==> src/rtl/ifu_fetch_if.sv <==
// Instruction-memory bus between the fetch stage (master) and the memory (slave):
// a request channel (valid/ready/addr) and a response channel (valid/data/err).
interface ifu_fetch_if #(
  parameter int ADDR_W = 32,
  parameter int INST_W = 32
);
  logic              req_valid;
  logic              req_ready;
  logic [ADDR_W-1:0] req_addr;
  logic              rsp_valid;
  logic [INST_W-1:0] rsp_data;
  logic              rsp_err;

  modport master (
    output req_valid, req_addr,
    input  req_ready, rsp_valid, rsp_data, rsp_err
  );

  modport slave (
    input  req_valid, req_addr,
    output req_ready, rsp_valid, rsp_data, rsp_err
  );
endinterface

==> src/rtl/ifu_fetch.sv <==
// Non-pipelined instruction fetch: owns the PC, fetches one instruction at a time,
// hands {inst, pc_out} to decode and commits the next PC on acceptance.
module ifu_fetch #(
  parameter int              ADDR_W   = 32,
  parameter int              INST_W   = 32,
  parameter logic [ADDR_W-1:0] RESET_PC = 32'h8000_0000
) (
  input  logic              clk,
  input  logic              rst,
  input  logic [ADDR_W-1:0] pc_in,
  input  logic              pc_w_en,
  input  logic              halt,
  ifu_fetch_if.master       imem,
  output logic              inst_valid,
  input  logic              inst_ready,
  output logic [INST_W-1:0] inst,
  output logic [ADDR_W-1:0] pc_out,
  output logic [1:0]        err_code,
  output logic              halted,
  output logic [31:0]       retire_cnt
);

  typedef enum logic [2:0] {
    S_REQ,
    S_WAIT,
    S_HOLD,
    S_HALT,
    S_ERR
  } state_e;

  typedef enum logic [1:0] {
    ERR_NONE     = 2'd0,
    ERR_ACCESS   = 2'd1,
    ERR_MISALIGN = 2'd2,
    ERR_ILLEGAL  = 2'd3
  } err_e;

  state_e state;

  // The request address is the PC itself, so it is stable for as long as REQ lasts.
  assign imem.req_addr = pc_out;

  // NOTE: every register here is written with <= so all updates in a cycle see
  // the pre-edge values; mixing in = would make results depend on statement order.
  always_ff @(posedge clk) begin
    if (rst) begin
      state          <= S_REQ;
      pc_out         <= RESET_PC;
      inst           <= '0;
      err_code       <= ERR_NONE;
      retire_cnt     <= '0;
      inst_valid     <= 1'b0;
      halted         <= 1'b0;
      imem.req_valid <= 1'b1;
    end else begin
      unique case (state)
        S_REQ: begin
          if (imem.req_ready) begin
            imem.req_valid <= 1'b0;
            state          <= S_WAIT;
          end
        end

        S_WAIT: begin
          if (imem.rsp_valid) begin
            if (imem.rsp_err) begin
              err_code <= ERR_ACCESS;
              halted   <= 1'b1;
              state    <= S_ERR;
            end else begin
              inst       <= imem.rsp_data;
              inst_valid <= 1'b1;
              state      <= S_HOLD;
            end
          end
        end

        S_HOLD: begin
          if (inst_ready) begin
            inst_valid <= 1'b0;
            // Faulting accepts leave the PC on the offending instruction for debug.
            if (!pc_w_en) begin
              err_code <= ERR_ILLEGAL;
              halted   <= 1'b1;
              state    <= S_ERR;
            end else if (pc_in[1:0] != 2'b00) begin
              err_code <= ERR_MISALIGN;
              halted   <= 1'b1;
              state    <= S_ERR;
            end else begin
              pc_out     <= pc_in;
              retire_cnt <= retire_cnt + 32'd1;
              if (halt) begin
                halted <= 1'b1;
                state  <= S_HALT;
              end else begin
                imem.req_valid <= 1'b1;
                state          <= S_REQ;
              end
            end
          end
        end

        S_HALT, S_ERR: begin
          // Terminal until reset.
        end

        default: state <= S_ERR;
      endcase
    end
  end

endmodule

==> src/flat_wrapper.sv <==
// flat-port wrapper written by rule: the top's interface ports become plain ports
module ifu_fetch_flat 
#(
  parameter int              ADDR_W   = 32,
  parameter int              INST_W   = 32,
  parameter logic [ADDR_W-1:0] RESET_PC = 32'h8000_0000
)
  (clk, rst, pc_in, pc_w_en, halt, inst_valid, inst_ready, inst, pc_out, err_code, halted, retire_cnt, imem_req_valid, imem_req_addr, imem_req_ready, imem_rsp_valid, imem_rsp_data, imem_rsp_err);
  ifu_fetch_if #(.ADDR_W(ADDR_W), .INST_W(INST_W)) imem_i ();
  input  logic clk;
  input  logic rst;
  input  logic [ADDR_W-1:0] pc_in;
  input  logic pc_w_en;
  input  logic halt;
  output logic inst_valid;
  input  logic inst_ready;
  output logic [INST_W-1:0] inst;
  output logic [ADDR_W-1:0] pc_out;
  output logic [1:0] err_code;
  output logic halted;
  output logic [31:0] retire_cnt;
  output wire logic [$bits(imem_i.req_valid)-1:0] imem_req_valid;
  output wire logic [$bits(imem_i.req_addr)-1:0] imem_req_addr;
  input wire logic [$bits(imem_i.req_ready)-1:0] imem_req_ready;
  input wire logic [$bits(imem_i.rsp_valid)-1:0] imem_rsp_valid;
  input wire logic [$bits(imem_i.rsp_data)-1:0] imem_rsp_data;
  input wire logic [$bits(imem_i.rsp_err)-1:0] imem_rsp_err;
  assign imem_req_valid = imem_i.req_valid;
  assign imem_req_addr = imem_i.req_addr;
  assign imem_i.req_ready = imem_req_ready;
  assign imem_i.rsp_valid = imem_rsp_valid;
  assign imem_i.rsp_data = imem_rsp_data;
  assign imem_i.rsp_err = imem_rsp_err;
  ifu_fetch #(.ADDR_W(ADDR_W), .INST_W(INST_W), .RESET_PC(RESET_PC)) u_core (.clk(clk), .rst(rst), .pc_in(pc_in), .pc_w_en(pc_w_en), .halt(halt), .imem(imem_i), .inst_valid(inst_valid), .inst_ready(inst_ready), .inst(inst), .pc_out(pc_out), .err_code(err_code), .halted(halted), .retire_cnt(retire_cnt));
endmodule
==> config.mk <==
export PLATFORM = sky130hd
export DESIGN_NAME = ifu_fetch_flat
export DESIGN_NICKNAME = d
export VERILOG_FILES = /design/src/rtl/ifu_fetch_if.sv /design/src/rtl/ifu_fetch.sv /design/src/flat_wrapper.sv
export SDC_FILE = /design/constraint.sdc
export NUM_CORES = 1
export LEC_CHECK = 0
export ABC_CLOCK_PERIOD_IN_PS = 2890
export BUFFER_PORTS_ARGS = -buffer_cell sky130_fd_sc_hd__buf_2
export CELL_PAD_IN_SITES_DETAIL_PLACEMENT = 0
export CELL_PAD_IN_SITES_GLOBAL_PLACEMENT = 1
export CORE_ASPECT_RATIO = 1.2
export CORE_UTILIZATION = 36
export DETAILED_ROUTE_END_ITERATION = 8
export HOLD_SLACK_MARGIN = 0.05
export MAX_ROUTING_LAYER = met4
export PLACE_DENSITY_LB_ADDON = 0.1
export SYNTH_ARGS = -nofsm -noshare
export SYNTH_HDL_FRONTEND = slang
export SYNTH_SLANG_ARGS = --single-unit
==> constraint.sdc <==
create_clock -name clk -period 2.89 [get_ports clk]
set_input_delay 0 -clock clk [delete_from_list [all_inputs] [get_ports clk]]
set_output_delay 0 -clock clk [all_outputs]
set_load 0.1 [all_outputs]
==> results.yml <==
run_status:
  status: "completed"
synth:
  netlist.area_leader.share_pct: 46.0
  synthTopCellsByArea: "dfxtp_1 (46%), nand2_1 (12%), a21oi_1 (9.8%), buf_4 (5.5%), clkbuf_1 (2.0%)"
  synth.cell_area_sq_um: 4530
  ys_types: 40
  synth_area_per_cell_sq_um: 8.13
  synth_top_area_cell: "dfxtp_1"
  ys_seq_area_share_pct: 46.0
  ys_ff_latch: 104
  synthesis.nets: 630
  ys_warn_count: 0
  synth_cells: 557
critical_path:
  slowest_delay_ps: 660
  critPathCaptureType: "register"
  critPathLaunchType: "input port"
  worst_path_max_delay_cell: "nor3b_4"
  path_class: "in2reg"
  setup.worst_path.start: "pc_w_en"
  crit_fanout: 20
  path_cells: "dlygate4sd3_1 > buf_2 > nor3b_4 > nand4_4 > or4_1 > a21oi_1"
  arrival_ps: 2470
  r2r-start: "u_core.state[1]"
  required_ps: 3160
die:
  rows: 44
  dieHeight_um: 125
  pin_count: 205
  start_util_pct: 37.2
  die_area_sq_um: 13000
  die_x_um: 104
  core_area_sq_um: 12200
layout:
  area_growth_pct: 40.0
  fillers: 1185
  final_nets: 849
  diodes: 0
  drive_gt1_share_pct: 30.7
  finish.utilization_pct: 52.1
sta:
  tns_ps: 0
  post-route-period-util_pct: 76.1
  clock_skew_ps: 8.35
  setup-violations-final: 0
  finalCriticalPeriod_ps: 2200
  fmax_mhz: 455
  max-slew-margin-rel_pct: 48.3
  slew_viol_final: 0
  rsz0062_at_grt: "false"
  tightest_slew_ps: 775
  hold_viol: 0
drt:
  post_drt_wl_per_cell_um: 13.6
  drt_wl_total_um: 12800
  drtPass1Iterations: 4
  first_iter_violations: 221
  drc_errors: 0
  postRouteAntennaNets: 0
  routed_via_density: 4.85
  vias: 4573
cts:
  cts_root_buffer: "clkbuf_16"
  cts_sinks: 104
  clk-insertion-delay-late_ps: 340
  cts-htree-levels: 3
  cts_made_buffers: 9
  ctsLongestPathBuffers: 2
  post_cts_buffers: 0
  cts_tree: "done"
  clk_pin_slew_worst_paths_ps: 70
grt:
  grt_pass1_wl_um: 20600
  antenna_found_initial: 0
  grt_pass1_vias: 4190
  track_usage_pct: 20.0
  grt_max_degree: 66
  overflow: 0
place:
  gp_congestion: 0.890
  portBuffers: 204
  dpl.hpwl_um: 8750
worst_hold_path:
  min_from: "halt"
  hp-class: "in2reg"
power_and_ir_drop:
  ir_drop_mv: 0.374
  leakagePower_nw: 2.79
  p_per_area_nw_per_um2: 546
job:
  drv_cap: 0
synthesized netlist by cell type:
cell type	number
nand2_1	143
dfxtp_1	104
a21oi_1	89
buf_4	33
clkbuf_1	24
nor2_1	16
o21ai_0	15
nand4_1	11
o31ai_1	11
or4_1	11
nand3_1	10
and3_1	9
or3_1	9
and4_1	6
buf_2	6
inv_1	6
and2_1	5
mux2_2	5
nor2b_1	5
xor2_1	5
buf_6	3
nand3b_1	3
nor3_1	3
nor3b_1	3
nor4_1	3
nand4_2	2
nand4_4	2
or3b_2	2
xnor2_1	2
a21o_1	1
and4bb_4	1
buf_1	1
ha_1	1
nand4b_1	1
nor3b_4	1
nor4b_1	1
nor4b_2	1
o21bai_1	1
o221ai_1	1
o22ai_1	1
final cells by class:
| type | instances | area (sq um) | share of cell area (%) |
|---|---|---|---|
| Sequential cell | 104 | 2080 | 32.8 |
| Multi-Input combinational cell | 380 | 2020 | 31.9 |
| Clock inverter | 4 | 28.8 | 0.454 |
| Clock buffer | 12 | 256 | 4.04 |
| Inverter | 6 | 22.5 | 0.355 |
| Timing Repair Buffer | 275 | 1730 | 27.3 |
| Tap cell | 161 | 201 | 3.18 |
stage by stage:
step	instances	total power, mW	hold WS, ps	cell area, sq um	setup WS (ps)
2_1_floorplan	557	2.13	124	4530	448
3_3_place_gp	862	2.26	213	5420	841
3_5_place_dp	862	2.27	220	5420	793
4_1_cts	942	3.50	52.9	6340	753
5_1_grt	942	3.62	129	6340	593
6_report	942	3.47	59.3	6340	691
report_power, final:
| part | total, mW | internal, mW | switching (mW) | leakage, nW |
|---|---|---|---|---|
| Combinational | 0.767 | 0.207 | 0.560 | 1.81 |
| Sequential | 1.54 | 1.49 | 0.0493 | 0.839 |
| Clock | 1.16 | 0.632 | 0.525 | 0.135 |
sequential cells by signal, indices dropped and copies added, names as in the netlist:
register,flops
u_core.inst,32
u_core.retire_cnt,32
u_core.imem.req_addr,32
u_core.err_code,2
u_core.inst_valid,1
u_core.state,3
u_core.imem.req_valid,1
u_core.halted,1
cells in the final DEF (no fill, tap or decap), types with 5 or more instances in the layout:
cell type / count
a21oi_1: 89
and2_1: 5
and3_1: 9
and4_1: 6
buf_2: 203
buf_4: 7
clkbuf_16: 9
dfxtp_1: 104
dlygate4sd3_1: 64
inv_1: 6
mux2_2: 5
nand2_1: 143
nand3_1: 10
nand4_1: 11
nor2_1: 16
nor2b_1: 5
o21ai_0: 15
o31ai_1: 11
or3_1: 9
or4_1: 11
xor2_1: 5
logic make-up (layout without fill, tap and decap cells):
logic type	count (synthesis)	in the layout	synth area share, %
DFF	104	104	46.0
adders and majority gates	1	1	0.276
and+or+nand+nor	248	248	27.8
buffers and inverters	73	297	9.44
muxes	5	5	1.24
xor gates and xnor gates	7	7	1.35
AOI/OAI and AO/OA	119	119	14.0
layer usage:
metal	GRT usage [%]	vias to the layer above	routed length, um
met4	6.30	0	144
met1	24.3	2100	5800
met5	-	-	0
met2	34.1	133	6350
met3	2.62	17	536
li1	-	2323	-
critical path: cells and delay by family:
kind	cells	cell delay [ps]
buf+inv	2	670
simple gates	3	1620
compound gates	1	150
worst paths after layout:
check                     endpoint  slack (ps)  depth (start not counted)
min          u_core.imem.req_valid          60                          4
min reg2reg        u_core.inst[18]         450                          2
max reg2reg  u_core.retire_cnt[23]         770                          5
max          u_core.retire_cnt[28]         690                          6
timing repair:
action	4_1_cts	5_1_grt
hold buffers	64	0
hold endpoints to repair	64	0
resized for setup	0	0
No activity file was read; power rests on OpenSTA's default activity.
